==> src/rtl/reaction_meter.sv <==
// Reaction-time meter: measures ms from light to button in packed BCD, flags false starts and timeouts.
// Optional macro REACTION_BEST_TIME_EN adds a 'best' output that holds the best non-timeout result.
module reaction_meter #(
    parameter int TIMEOUT_MS = 2000
) (
    input  logic        clk1k,
    input  logic        reset,
    input  logic        arm,
    input  logic        light,
    input  logic        btn,
    output logic [15:0] bcd,
    output logic        valid,
    output logic        false_start,
    output logic        timeout,
    output logic        busy
`ifdef REACTION_BEST_TIME_EN
    ,
    output logic [15:0] best
`endif
);

    localparam logic [2:0] S_IDLE    = 3'd0;
    localparam logic [2:0] S_WAIT    = 3'd1;
    localparam logic [2:0] S_MEASURE = 3'd2;
    localparam logic [2:0] S_DONE    = 3'd3;
    localparam logic [2:0] S_FOUL    = 3'd4;

    function automatic logic [15:0] to_bcd(input int v);
        logic [15:0] r;
        r[15:12] = 4'((v / 1000) % 10);
        r[11:8]  = 4'((v / 100) % 10);
        r[7:4]   = 4'((v / 10) % 10);
        r[3:0]   = 4'(v % 10);
        return r;
    endfunction

    // Decimal increment with ripple carry; saturates at 9999 so no nibble ever leaves 0..9.
    function automatic logic [15:0] bcd_inc(input logic [15:0] v);
        logic [15:0] r;
        logic        carry;
        r     = v;
        carry = 1'b1;
        if (v == 16'h9999) begin
            r = v;
        end else begin
            for (int i = 0; i < 4; i++) begin
                if (!carry) begin
                    r[i*4 +: 4] = v[i*4 +: 4];
                end else if (v[i*4 +: 4] == 4'd9) begin
                    r[i*4 +: 4] = 4'd0;
                end else begin
                    r[i*4 +: 4] = v[i*4 +: 4] + 4'd1;
                    carry       = 1'b0;
                end
            end
        end
        return r;
    endfunction

    localparam logic [15:0] TIMEOUT_BCD = to_bcd(TIMEOUT_MS);

    logic [2:0]  state_q, state_d;
    logic [15:0] bcd_q, bcd_d;
    logic        valid_q, valid_d;
    logic        false_start_q, false_start_d;
    logic        timeout_q, timeout_d;
    logic        busy_q, busy_d;
    logic [15:0] bcd_inc_s;

    assign bcd_inc_s = bcd_inc(bcd_q);

    // Next-state and output decode; arm overrides everything except reset.
    always_comb begin
        state_d       = state_q;
        bcd_d         = bcd_q;
        valid_d       = valid_q;
        false_start_d = false_start_q;
        timeout_d     = timeout_q;
        if (arm) begin
            state_d       = S_WAIT;
            bcd_d         = 16'h0000;
            valid_d       = 1'b0;
            false_start_d = 1'b0;
            timeout_d     = 1'b0;
        end else begin
            case (state_q)
                S_IDLE: state_d = S_IDLE;
                S_WAIT: begin
                    if (btn) begin
                        state_d       = S_FOUL;
                        false_start_d = 1'b1;
                    end else if (light) begin
                        state_d = S_MEASURE;
                        bcd_d   = 16'h0000;
                    end else begin
                        state_d = S_WAIT;
                    end
                end
                S_MEASURE: begin
                    if (btn) begin
                        state_d = S_DONE;
                        bcd_d   = bcd_inc_s;
                        valid_d = 1'b1;
                    end else if (bcd_inc_s == TIMEOUT_BCD) begin
                        state_d   = S_DONE;
                        bcd_d     = TIMEOUT_BCD;
                        valid_d   = 1'b1;
                        timeout_d = 1'b1;
                    end else begin
                        bcd_d = bcd_inc_s;
                    end
                end
                S_DONE: state_d = S_DONE;
                S_FOUL: state_d = S_FOUL;
                default: begin
                    state_d       = S_IDLE;
                    bcd_d         = 16'h0000;
                    valid_d       = 1'b0;
                    false_start_d = 1'b0;
                    timeout_d     = 1'b0;
                end
            endcase
        end
        busy_d = (state_d == S_WAIT) || (state_d == S_MEASURE);
    end

    // State and registered outputs.
    always_ff @(posedge clk1k) begin
        if (reset) begin
            state_q       <= S_IDLE;
            bcd_q         <= 16'h0000;
            valid_q       <= 1'b0;
            false_start_q <= 1'b0;
            timeout_q     <= 1'b0;
            busy_q        <= 1'b0;
        end else begin
            state_q       <= state_d;
            bcd_q         <= bcd_d;
            valid_q       <= valid_d;
            false_start_q <= false_start_d;
            timeout_q     <= timeout_d;
            busy_q        <= busy_d;
        end
    end

    assign bcd         = bcd_q;
    assign valid       = valid_q;
    assign false_start = false_start_q;
    assign timeout     = timeout_q;
    assign busy        = busy_q;

`ifdef REACTION_BEST_TIME_EN
    logic [15:0] best_q, best_d;

    // Packed BCD orders the same as its decimal value, so a plain compare is digit-wise.
    always_comb begin
        if ((state_q == S_MEASURE) && (state_d == S_DONE) && !timeout_d && (bcd_d < best_q)) begin
            best_d = bcd_d;
        end else begin
            best_d = best_q;
        end
    end

    // Best-time register.
    always_ff @(posedge clk1k) begin
        if (reset) begin
            best_q <= 16'h9999;
        end else begin
            best_q <= best_d;
        end
    end

    assign best = best_q;
`endif

endmodule

==> config.mk <==
export PLATFORM = sky130hd
export DESIGN_NAME = reaction_meter
export DESIGN_NICKNAME = d
export VERILOG_FILES = /design/src/rtl/reaction_meter.sv
export SDC_FILE = /design/constraint.sdc
export NUM_CORES = 1
export LEC_CHECK = 0
export CAP_MARGIN = 20
export CORE_UTILIZATION = 57
export CTS_BUF_LIST = sky130_fd_sc_hd__clkbuf_16
export DETAILED_ROUTE_END_ITERATION = 10
export GPL_ROUTABILITY_DRIVEN = 1
export PLACE_DENSITY = 0.94
export SKIP_LAST_GASP = 1
export SLEW_MARGIN = 20
export SYNTH_ARGS = -nofsm -noshare
export SYNTH_HDL_FRONTEND = slang
export SYNTH_SLANG_ARGS = --single-unit
==> constraint.sdc <==
create_clock -name clk1k -period 4.2 [get_ports clk1k]
set_input_delay 0.84 -clock clk1k [delete_from_list [all_inputs] [get_ports clk1k]]
set_output_delay 0.84 -clock clk1k [all_outputs]
set_load 0.01 [all_outputs]
* Word-level counts from Yosys, hierarchy flattened
Cells that the tools add are included.
Operators by class: equality and inequality tests 18, reductions and logical operators 10, bitwise gates (word level) 3, mux-type cells 34, $add $sub $neg 4
Operator list (count):
- $mux 16 | 5
- $pmux 16 s3 | 1
- $mux 4 | 7
- $add 4x1->4 const B | 4
- $eq 16x14->1 const B | 1
- $eq 16x16->1 const B | 1
- $eq 4x4->1 const B | 4
- $mux 1 | 12
- $mux 3 | 4
- $pmux 3 s4 | 1
- $ne 2x2->1 const B | 5
- $eq 3x2->1 const B | 3
- $reduce_or 4->1 | 2
- $eq 3x1->1 const B | 2
- $pmux 1 s2 | 3
- $reduce_and 3->1 | 2
- $reduce_and 2->1 | 2
- $eq 3x3->1 const B | 1
- $logic_not 3->1 | 1
- $ne 3x3->1 const B | 1
- $not 1->1 | 3
- $reduce_or 3->1 | 1
- $mux 2 | 1
- $reduce_or 2->1 | 1
- $logic_or 1x1->1 | 1
Storage, ports and cells: output and inout port bits 20, register bits after elaboration 23, input bits 5

* Logic depth before layout (Yosys ltp)
Gate-level depths: netlist (run 1).
depth in word-level cells 16, depth in mapped cells 11, mapped depth without buffers 9

* Least setup slack after synthesis (run 1)
OpenSTA, ideal clock, no wires.
kind register -> register, from register bcd_q[6], in the netlist bcd[6], to register bcd_q[0], in the netlist bcd[0], slack 1937 ps, stages on the path, launching flop included 11, required time 4072 ps, buffers on the path 3, data arrival time 2135 ps, cell sequence dfxtp_1 > buf_4 > and4bb_1 > buf_6 > nand3_4 > o31a_1 > nor4_2 > nand4_1 > buf_2 > a32oi_1 > nor2_1
Between the ends: longest elaborated chain between the ends 12, elaborated cells on any way between the ends 17, classes of those cells 1 x add/sub; 3 x eq/ne; 13 x mux
Ends and longest elaborated chain:
- start: declaration | line 63 | logic [15:0] bcd_q, bcd_d;
- start signal: assignment | line 131 | bcd_q <= 16'h0000;
- start signal: assignment | line 138 | bcd_q <= bcd_d;
- $eq 4x4->1 | line 49 | end else if (v[i*4 +: 4] == 4'd9) begin
- $mux 1 | line 49
- $mux 1 | line 47 | if (!carry) begin
- $mux 1 | line 43 | if (v == 16'h9999) begin
- $mux 1 | line 47
- $mux 1 | line 43
- $mux 4 | line 47
- $mux 16 (*) | line 43
- $eq 16x14->1 | line 104 | end else if (bcd_inc_s == TIMEOUT_BCD) begin
- $mux 16 | line 104
- $mux 16 (*) | line 100 | if (btn) begin
- $pmux 16 s3 (*) | line 86 | case (state_q)
Mark *: on every way between the ends. The rest lies on a longest branch, timed or not. The select of a mux whose other input is x is not followed. A chain may end at the register's enable or synchronous reset.

* Final worst setup path (run 1)
from register bcd_q[0], in the netlist bcd[0], to register bcd_q[8], in the netlist bcd[8]
Between the ends: longest elaborated chain between the ends 13, elaborated cells on any way between the ends 18, classes of those cells 1 x add/sub; 3 x eq/ne; 14 x mux
Ends and longest elaborated chain (line):
- $eq 4x4->1 | 49
- $mux 1 | 49
- $mux 1 | 43
- $mux 1 | 47
- $mux 1 | 43
- $mux 1 | 47
- $mux 1 | 43
- $mux 4 | 47
- $mux 16 (*) | 43
- $eq 16x14->1 | 104
- $mux 16 | 104
- $mux 16 (*) | 100
- $pmux 16 s3 (*) | 86
Marked as above.

==> report_table.html, run 1 <==
<table>
<tr><th>Metric</th><th>Value</th></tr>
<tr><th colspan="2">Status</th></tr>
<tr><td>Result of the run</td><td>complete, no violations</td></tr>
<tr><th colspan="2">Logic synthesis</th></tr>
<tr><td>Sequential share of the synthesized area</td><td>0.291</td></tr>
<tr><td>Multiplexer share of the synthesized area</td><td>0.00633</td></tr>
<tr><td>Share of the synthesized netlist area taken by xor and xnor gates</td><td>0.00554</td></tr>
<tr><td>Synthesized area per cell</td><td>7.67 um2</td></tr>
<tr><td>Post-Synth Simple-Gate Area</td><td>0.341</td></tr>
<tr><td>Fraction of the mapped netlist area in compound gates</td><td>0.254</td></tr>
<tr><td>Cell area after synthesis</td><td>0.00158 mm2</td></tr>
<tr><td>Most instantiated flip-flop cell in the synthesis netlist</td><td>sky130_fd_sc_hd__dfxtp_1</td></tr>
<tr><td>Yosys warnings</td><td>0</td></tr>
<tr><td>Post-Syn Instances</td><td>206</td></tr>
<tr><td>Number of unique standard cell types used by synthesis</td><td>57</td></tr>
<tr><td>Post-synth EDFFs</td><td>0</td></tr>
<tr><td>Post-synthesis net count</td><td>213</td></tr>
<tr><td>Ys async rst share</td><td>0</td></tr>
<tr><td>Post-synthesis share of cell area spent on full adders, half adders and majority gates</td><td>0.0158</td></tr>
<tr><td>#FFs+latches synth</td><td>23</td></tr>
<tr><td>Dominant combinational cell family by area after synthesis</td><td>simple AND/OR/NAND/NOR gates</td></tr>
<tr><th colspan="2">GRT</th></tr>
<tr><td>Vias in the first global route</td><td>1,530</td></tr>
<tr><td>GRT overflow</td><td>0</td></tr>
<tr><td>First-pass GRT wire length</td><td>7220 um</td></tr>
<tr><td>Antenna violations before repair</td><td>0</td></tr>
<tr><td>Global routing usage summed across all routing layers</td><td>0.339</td></tr>
<tr><td>Largest net degree at the start of global routing</td><td>21</td></tr>
<tr><th colspan="2">Cells and area</th></tr>
<tr><td>Multi-input gate area</td><td>985 um2</td></tr>
<tr><td>Final Net Count</td><td>220</td></tr>
<tr><td>Number of antenna repair diodes</td><td>0</td></tr>
<tr><td>Fill cells</td><td>192</td></tr>
<tr><td>Area delta synth-&gt;final</td><td>15.7%</td></tr>
<tr><td>Commonest non-fill, non-tap cells in the layout</td><td>sky130_fd_sc_hd__clkdlybuf4s50_1, sky130_fd_sc_hd__dfxtp_1, sky130_fd_sc_hd__nor2_1</td></tr>
<tr><td>Share of post-route cells with drive strength above 1</td><td>0.0377</td></tr>
<tr><td>Storage cell area</td><td>460 um2</td></tr>
<tr><td>Post-Layout Inst Area</td><td>0.00183 mm2</td></tr>
<tr><td>Most common cell after layout, fill and taps aside</td><td>sky130_fd_sc_hd__clkdlybuf4s50_1</td></tr>
<tr><th colspan="2">Clock tree</th></tr>
<tr><td>Sinks on Clock Net</td><td>23</td></tr>
<tr><td>Clock input transition at the sequential cells of the worst setup and hold paths</td><td>0.06 ns</td></tr>
<tr><td>Max Root-Sink Buffers</td><td>2</td></tr>
<tr><td>Number of buffers inserted during clock tree synthesis</td><td>3</td></tr>
<tr><td>Level count of the clock H-tree</td><td>1</td></tr>
<tr><td>Post-cts repair resize count</td><td>0</td></tr>
<tr><td>Worst-Skew Late Latency</td><td>0.26 ns</td></tr>
<tr><td>Number of buffers added to fix hold violations after cts</td><td>0</td></tr>
<tr><td>Clock tree from TritonCTS</td><td>yes</td></tr>
<tr><td>Clock root cell</td><td>sky130_fd_sc_hd__clkbuf_16</td></tr>
<tr><td>Buffers inserted by post-CTS timing repair</td><td>0</td></tr>
<tr><th colspan="2">Floorplan</th></tr>
<tr><td>Starting Density</td><td>0.621</td></tr>
<tr><td>Total Die Area</td><td>0.00299 mm2</td></tr>
<tr><td>Number of core rows</td><td>18</td></tr>
<tr><td>Die extent in y</td><td>54.7 um</td></tr>
<tr><td>Area of the placeable core</td><td>0.00254 mm2</td></tr>
<tr><td>Boundary pin count</td><td>25</td></tr>
<tr><td>Die X-Extent</td><td>54.7 um</td></tr>
<tr><th colspan="2">Detailed routing</th></tr>
<tr><td>Average vias per placed instance</td><td>7.12</td></tr>
<tr><td>Post-detailed-route DRC marker count</td><td>0</td></tr>
<tr><td>Count of routing violations after the opening detailed-route iteration</td><td>125</td></tr>
<tr><td>Total number of vias</td><td>1,723</td></tr>
<tr><td>Pre-antenna DRT Iters</td><td>5</td></tr>
<tr><td>Wire per inst</td><td>18.7 um</td></tr>
<tr><td>Post-route ant nets</td><td>0</td></tr>
<tr><td>Wirelength, routed</td><td>4520 um</td></tr>
<tr><th colspan="2">Worst setup path</th></tr>
<tr><td>Required @ worst endpoint</td><td>4.33 ns</td></tr>
<tr><td>Critical Path AT</td><td>3.34 ns</td></tr>
<tr><td>Type of origin of the critical path</td><td>flip-flop</td></tr>
<tr><td>CP endpoint kind</td><td>flip-flop</td></tr>
<tr><td>CP max FO</td><td>16</td></tr>
<tr><td>Type of the worst setup path</td><td>reg2reg</td></tr>
<tr><th colspan="2">STA</th></tr>
<tr><td>Final-report setup violation count</td><td>0</td></tr>
<tr><td>Final TNS setup</td><td>0 ns</td></tr>
<tr><td>Final Max Slew Viols</td><td>0</td></tr>
<tr><td>Slew margin rel.</td><td>0.294</td></tr>
<tr><td>Crit path time final</td><td>3.21 ns</td></tr>
<tr><td>Peak Freq</td><td>0.311 GHz</td></tr>
<tr><td>Period utilization</td><td>0.765</td></tr>
<tr><td>Setup repair after global routing missed its margin</td><td>no</td></tr>
<tr><td>Hold violation total from the final report</td><td>0</td></tr>
<tr><td>Actual transition at the worst max-transition pin</td><td>1.06 ns</td></tr>
<tr><td>Post-Route Hold Slack</td><td>0.518 ns</td></tr>
<tr><td>Layout Skew</td><td>0.00226 ns</td></tr>
<tr><th colspan="2">Placed design</th></tr>
<tr><td>Post-DP HPWL</td><td>2820 um</td></tr>
<tr><td>Final Wtd Congestion</td><td>0.917</td></tr>
<tr><td>Number of buffers inserted by port buffering</td><td>24</td></tr>
<tr><td>Cell area after placement</td><td>0.00175 mm2</td></tr>
<tr><th colspan="2">Run</th></tr>
<tr><td>Reported max-cap violation count</td><td>0</td></tr>
<tr><th colspan="2">Power</th></tr>
<tr><td>Overall power</td><td>465 uW</td></tr>
<tr><td>Largest voltage drop on the vdd net</td><td>0.000222 V</td></tr>
<tr><td>Pwr/cell area</td><td>254 mW/mm2</td></tr>
<tr><td>Static leakage</td><td>0.000575 uW</td></tr>
<tr><th colspan="2">Min path</th></tr>
<tr><td>HP Class</td><td>reg2reg</td></tr>
</table>
[area by class of cell]
class,instances,area share
Tap cell,30,0.0205
Timing Repair Buffer,24,0.131
Sequential cell,23,0.252
Inverter,6,0.0123
Multi-Input combinational cell,155,0.539
Clock buffer,3,0.0411
Clock inverter,1,0.00411
[cell usage after synthesis, types with 4 or more instances]
cell,instances,area share
sky130_fd_sc_hd__and2_1,4,0.016
sky130_fd_sc_hd__nand2_1,14,0.033
sky130_fd_sc_hd__nor2_1,22,0.052
sky130_fd_sc_hd__nand3_1,8,0.025
sky130_fd_sc_hd__a21oi_1,11,0.035
sky130_fd_sc_hd__buf_4,4,0.019
sky130_fd_sc_hd__clkbuf_1,10,0.024
sky130_fd_sc_hd__dfxtp_1,23,0.29
sky130_fd_sc_hd__a31oi_1,7,0.028
sky130_fd_sc_hd__buf_2,4,0.013
sky130_fd_sc_hd__nand4_1,9,0.036
sky130_fd_sc_hd__inv_1,6,0.014
sky130_fd_sc_hd__nor3_1,6,0.019
sky130_fd_sc_hd__nor2b_1,5,0.020
sky130_fd_sc_hd__a22oi_1,4,0.019
sky130_fd_sc_hd__o21ai_0,8,0.025
[final timing paths]
kind	from	slack [ns]	depth (start not counted)	end
max	bcd[0]$_SDFFE_PP0P_	0.99	7	bcd[8]$_SDFFE_PP0P_
min	timeout$_SDFFE_PP0P_	0.52	2	timeout$_SDFFE_PP0P_
max reg2reg	bcd[0]$_SDFFE_PP0P_	0.99	7	bcd[8]$_SDFFE_PP0P_
min reg2reg	timeout$_SDFFE_PP0P_	0.52	2	timeout$_SDFFE_PP0P_
[worst max-delay path, cell delays in order, from the launching register on]
cell and delay [ns]:
sky130_fd_sc_hd__dfxtp_1 0.52, sky130_fd_sc_hd__and4bb_1 0.64, sky130_fd_sc_hd__nand3_4 0.17, sky130_fd_sc_hd__o31a_1 0.34, sky130_fd_sc_hd__nor4_2 0.33, sky130_fd_sc_hd__nand4_1 0.57
sky130_fd_sc_hd__a41oi_1 0.43, sky130_fd_sc_hd__a211oi_1 0.08
[report_power, final]
| group | total (uW) | internal [uW] | leakage (uW) | switching, uW |
|---|---|---|---|---|
| registers | 223 | 220 | 0.000186 | 2.40 |
| clock network | 213 | 129 | 0.0000371 | 83.8 |
| logic | 29.3 | 11.2 | 0.000352 | 18.0 |
| total | 465 | 361 | 0.000575 | 104 |
[per-stage QoR]
step | worst slack, ns | std cells | utilization
final | 0.986 | 242 | 0.718
after CTS | 1.05 | 242 | 0.718
after global placement | 1.30 | 238 | 0.686
after global routing | 0.780 | 242 | 0.718
after floorplan | 1.94 | 206 | -
after detailed placement | 1.09 | 238 | 0.686
[state kept, by name (all words and copies together), names as in the netlist]
register and count:
bcd 16, state_q 3, false_start 1, timeout 1, valid 1, busy 1
[layer usage]
metal  GRT usage  part of all wire  wire, um  up-vias
li1            -                 -         -      796
met1       0.424              0.39      1780      765
met2       0.522              0.46      2060      140
met3      0.0806              0.11       513       22
met4       0.201             0.037       168        0
met5           0                 0         0        -
[logic make-up (layout without fill, tap and decap cells)]
| group | count (synthesis) | in the layout |
|---|---|---|
| AND/OR/NAND/NOR | 93 | 93 |
| AO/OA/AOI/OAI | 58 | 58 |
| buffers and inverters | 28 | 34 |
| flip-flops | 23 | 23 |
| adder cells (fa/ha/maj) | 2 | 2 |
| XOR/XNOR | 1 | 1 |
| multiplexers | 1 | 1 |
No activity file was read; power rests on OpenSTA's default activity.
==> inputs of run 2 (changes only) <==
--- a/config.mk
+++ b/config.mk
@@ -6,11 +6,11 @@
 export NUM_CORES = 1
 export LEC_CHECK = 0
 export CAP_MARGIN = 20
-export CORE_UTILIZATION = 57
+export CORE_UTILIZATION = 48
 export CTS_BUF_LIST = sky130_fd_sc_hd__clkbuf_16
 export DETAILED_ROUTE_END_ITERATION = 10
 export GPL_ROUTABILITY_DRIVEN = 1
-export PLACE_DENSITY = 0.94
+export PLACE_DENSITY = 0.85
 export SKIP_LAST_GASP = 1
 export SLEW_MARGIN = 20
 export SYNTH_ARGS = -nofsm -noshare
==> constraint.sdc (replaced) <==
create_clock -name clk1k -period 2.7 [get_ports clk1k]
set_input_delay 0.54 -clock clk1k [delete_from_list [all_inputs] [get_ports clk1k]]
set_output_delay 0.54 -clock clk1k [all_outputs]
set_load 0.01 [all_outputs]
==> report_table.html, run 2 (synthesized netlist as in run 1, its figures left out) <==
<table>
<tr><th>Metric</th><th>Value</th></tr>
<tr><th colspan="2">Status</th></tr>
<tr><td>Result of the run</td><td>complete, no violations</td></tr>
<tr><th colspan="2">Worst setup path</th></tr>
<tr><td>CP max FO</td><td>13 (-3)</td></tr>
<tr><td>Crit path cell chain</td><td>nand4bb_1, nor4_1, xor2_1, nor4_2, nand4_1, buf_4, a41oi_1, a211oi_1</td></tr>
<tr><td>CP endpoint kind</td><td>flip-flop</td></tr>
<tr><td>Critical Path AT</td><td>2.67 ns (-0.67 ns)</td></tr>
<tr><td>Required @ worst endpoint</td><td>2.83 ns (-1.50 ns)</td></tr>
<tr><td>Type of origin of the critical path</td><td>flip-flop</td></tr>
<tr><td>Type of the worst setup path</td><td>reg2reg</td></tr>
<tr><td>Crit-path slowest cell</td><td>sky130_fd_sc_hd__nor4_1</td></tr>
<tr><td>Max incr delay on CP</td><td>0.44 ns (-0.20 ns)</td></tr>
<tr><th colspan="2">Power</th></tr>
<tr><td>Psw</td><td>158 uW (+51%)</td></tr>
<tr><td>Power Internal</td><td>562 uW (+56%)</td></tr>
<tr><td>Combinational group share of total power</td><td>0.062 (about the same)</td></tr>
<tr><td>Net Sw Frac</td><td>0.219 (-0.00501)</td></tr>
<tr><td>Pwr/cell area</td><td>372 mW/mm2 (+46%)</td></tr>
<tr><td>Largest voltage drop on the vdd net</td><td>0.000229 V (+2.8%)</td></tr>
<tr><td>Static leakage</td><td>0.000636 uW (+11%)</td></tr>
<tr><td>Overall power</td><td>720 uW (+55%)</td></tr>
<tr><td>Fraction of power consumed by the clock network</td><td>0.457 (about the same)</td></tr>
<tr><td>Sequential cell fraction of total power</td><td>0.481 (+0.002)</td></tr>
<tr><th colspan="2">STA</th></tr>
<tr><td>Crit path time final</td><td>2.54 ns (-0.673 ns)</td></tr>
<tr><td>Final TNS setup</td><td>0 ns (unchanged)</td></tr>
<tr><td>Hold violation total from the final report</td><td>0 (unchanged)</td></tr>
<tr><td>Actual transition at the worst max-transition pin</td><td>0.969 ns (-0.0894 ns)</td></tr>
<tr><td>Final-report setup violation count</td><td>0 (unchanged)</td></tr>
<tr><td>Setup repair after global routing missed its margin</td><td>no</td></tr>
<tr><td>Final Max Slew Viols</td><td>0 (unchanged)</td></tr>
<tr><td>Setup slack after layout</td><td>0.159 ns (-0.827 ns)</td></tr>
<tr><td>Period utilization</td><td>0.941 (+0.176)</td></tr>
<tr><td>Layout Skew</td><td>0.00452 ns (+0.00226 ns)</td></tr>
<tr><td>Slew margin rel.</td><td>0.354 (+0.0596)</td></tr>
<tr><td>Peak Freq</td><td>0.394 GHz (+27%)</td></tr>
<tr><th colspan="2">Detailed routing</th></tr>
<tr><td>Wire per inst</td><td>15.4 um (-17%)</td></tr>
<tr><td>Pre-antenna DRT Iters</td><td>4 (-1)</td></tr>
<tr><td>Wirelength, routed</td><td>4130 um (-8.5%)</td></tr>
<tr><td>Total number of vias</td><td>1,704 (-1.1%)</td></tr>
<tr><td>Count of routing violations after the opening detailed-route iteration</td><td>82 (-34%)</td></tr>
<tr><td>Average vias per placed instance</td><td>6.36 (-11%)</td></tr>
<tr><td>Post-detailed-route DRC marker count</td><td>0 (unchanged)</td></tr>
<tr><td>Post-route ant nets</td><td>0 (unchanged)</td></tr>
<tr><th colspan="2">Cells and area</th></tr>
<tr><td>Multi-input gate area</td><td>985 um2 (unchanged)</td></tr>
<tr><td>Post-Layout Inst Area</td><td>0.00194 mm2 (+5.9%)</td></tr>
<tr><td>Area delta synth-&gt;final</td><td>22.5%</td></tr>
<tr><td>Storage cell area</td><td>460 um2 (unchanged)</td></tr>
<tr><td>Commonest non-fill, non-tap cells in the layout</td><td>sky130_fd_sc_hd__clkdlybuf4s50_1, sky130_fd_sc_hd__dfxtp_1, sky130_fd_sc_hd__nor2_1</td></tr>
<tr><td>Most common cell after layout, fill and taps aside</td><td>sky130_fd_sc_hd__clkdlybuf4s50_1</td></tr>
<tr><td>Share of post-route cells with drive strength above 1</td><td>0.0938 (+0.0560)</td></tr>
<tr><td>Final cell utilization of the core</td><td>0.629 (-0.0894)</td></tr>
<tr><td>Fill cells</td><td>272 (+42%)</td></tr>
<tr><td>Final Net Count</td><td>232 (+5.5%)</td></tr>
<tr><td>Flip-flop count of the largest register, all copies and words added</td><td>16 (unchanged)</td></tr>
<tr><td>Number of antenna repair diodes</td><td>0 (unchanged)</td></tr>
<tr><th colspan="2">Clock tree</th></tr>
<tr><td>Max Root-Sink Buffers</td><td>2 (unchanged)</td></tr>
<tr><td>Sinks on Clock Net</td><td>23 (unchanged)</td></tr>
<tr><td>Clock tree from TritonCTS</td><td>yes</td></tr>
<tr><td>Number of buffers inserted during clock tree synthesis</td><td>3 (unchanged)</td></tr>
<tr><td>Clock root cell</td><td>sky130_fd_sc_hd__clkbuf_16</td></tr>
<tr><td>Worst-Skew Late Latency</td><td>0.26 ns (about the same)</td></tr>
<tr><td>Clock input transition at the sequential cells of the worst setup and hold paths</td><td>0.06 ns (about the same)</td></tr>
<tr><td>Level count of the clock H-tree</td><td>1 (unchanged)</td></tr>
<tr><th colspan="2">Floorplan</th></tr>
<tr><td>Number of core rows</td><td>20 (+2)</td></tr>
<tr><td>Area of the placeable core</td><td>0.00308 mm2 (+21%)</td></tr>
<tr><td>Die X-Extent</td><td>59.4 um (+8.6%)</td></tr>
<tr><td>Starting Density</td><td>0.513 (-0.108)</td></tr>
<tr><td>Total Die Area</td><td>0.00353 mm2 (+18%)</td></tr>
<tr><td>Boundary pin count</td><td>25 (unchanged)</td></tr>
<tr><td>Die extent in y</td><td>59.4 um (+8.6%)</td></tr>
<tr><th colspan="2">Placed design</th></tr>
<tr><td>Post-DP HPWL</td><td>2820 um (+0.11%)</td></tr>
<tr><td>Final Wtd Congestion</td><td>0.887 (-3.2%)</td></tr>
<tr><td>Cell area after placement</td><td>0.00185 mm2 (+6.2%)</td></tr>
<tr><td>Setup Slack @ Placement</td><td>0.213 ns (-0.881 ns)</td></tr>
<tr><td>Number of buffers inserted by port buffering</td><td>24 (unchanged)</td></tr>
<tr><th colspan="2">GRT</th></tr>
<tr><td>Global routing usage summed across all routing layers</td><td>0.250 (-0.0893)</td></tr>
<tr><td>Vias in the first global route</td><td>1,483 (-3.1%)</td></tr>
<tr><td>Antenna violations before repair</td><td>0 (unchanged)</td></tr>
<tr><td>First-pass GRT wire length</td><td>6670 um (-7.6%)</td></tr>
<tr><td>GRT overflow</td><td>0 (unchanged)</td></tr>
<tr><td>Largest net degree at the start of global routing</td><td>21 (unchanged)</td></tr>
<tr><th colspan="2">Min path</th></tr>
<tr><td>HP Class</td><td>reg2reg</td></tr>
<tr><th colspan="2">Run</th></tr>
<tr><td>Reported max-cap violation count</td><td>0 (unchanged)</td></tr>
</table>
## run 2: cell count changes in the layout (fill, tap and decap cells not counted), sizes merged
| cell | before | now |
|---|---|---|
| buf | 0 | 12 |
## run 2: stage by stage
step	hold slack, ns	instances
5_1_grt	0.554	268
3_3_place_gp	0.484	264
4_1_cts	0.535	268
3_5_place_dp	0.520	264
2_1_floorplan	0.488	206
6_report	0.532	268
## run 2: final timing paths
path | to | cells past startpoint | slack (ns) | from
hold / removal | false_start$_SDFFE_PP0P_ | 2 | 0.53 | false_start$_SDFFE_PP0P_
setup / recovery | bcd[8]$_SDFFE_PP0P_ | 8 | 0.16 | bcd[7]$_SDFFE_PP0P_
setup reg to reg | bcd[8]$_SDFFE_PP0P_ | 8 | 0.16 | bcd[7]$_SDFFE_PP0P_
hold reg to reg | false_start$_SDFFE_PP0P_ | 2 | 0.53 | false_start$_SDFFE_PP0P_
## run 2: critical path: cells and delay by family, from the launching register on
| family | cells | cell delay [ns] |
|---|---|---|
| XOR/XNOR | 1 | 0.16 |
| buffers and inverters | 1 | 0.21 |
| flip-flops | 1 | 0.43 |
| AO/OA/AOI/OAI | 2 | 0.30 |
| AND/OR/NAND/NOR | 4 | 1.31 |
## run 2: power by group through the flow
stage	Sequential (uW)	Clock (uW)	Combinational, uW
floorplan	353	0	25.0
detailed placement	354	0	43.5
CTS	346	333	43.8
global route	346	349	47.6
finish	346	329	44.5
global placement	353	0	43.5
## run 2: cell type report
type | instances | share of cell area
clock buffer | 3 | 0.0388
clock inverter | 1 | 0.00388
inverter | 6 | 0.0116
multi-input combinational | 155 | 0.509
sequential | 23 | 0.238
tap | 44 | 0.0284
timing repair buffer | 36 | 0.171
## run 2: repair_timing
action,4_1_cts,5_1_grt
resized for setup,0,1
hold buffers,0,0
endpoints found under the setup margin,0,3
buffers inserted,0,0
## run 2: layer usage
layer	share of wire	GRT usage	up-vias	wire [um]
met3	0.057	0.0371	7	237
met2	0.47	0.385	73	1950
met1	0.45	0.336	807	1860
li1	-	-	817	-
met5	0	0	-	0
met4	0.020	0.133	0	82
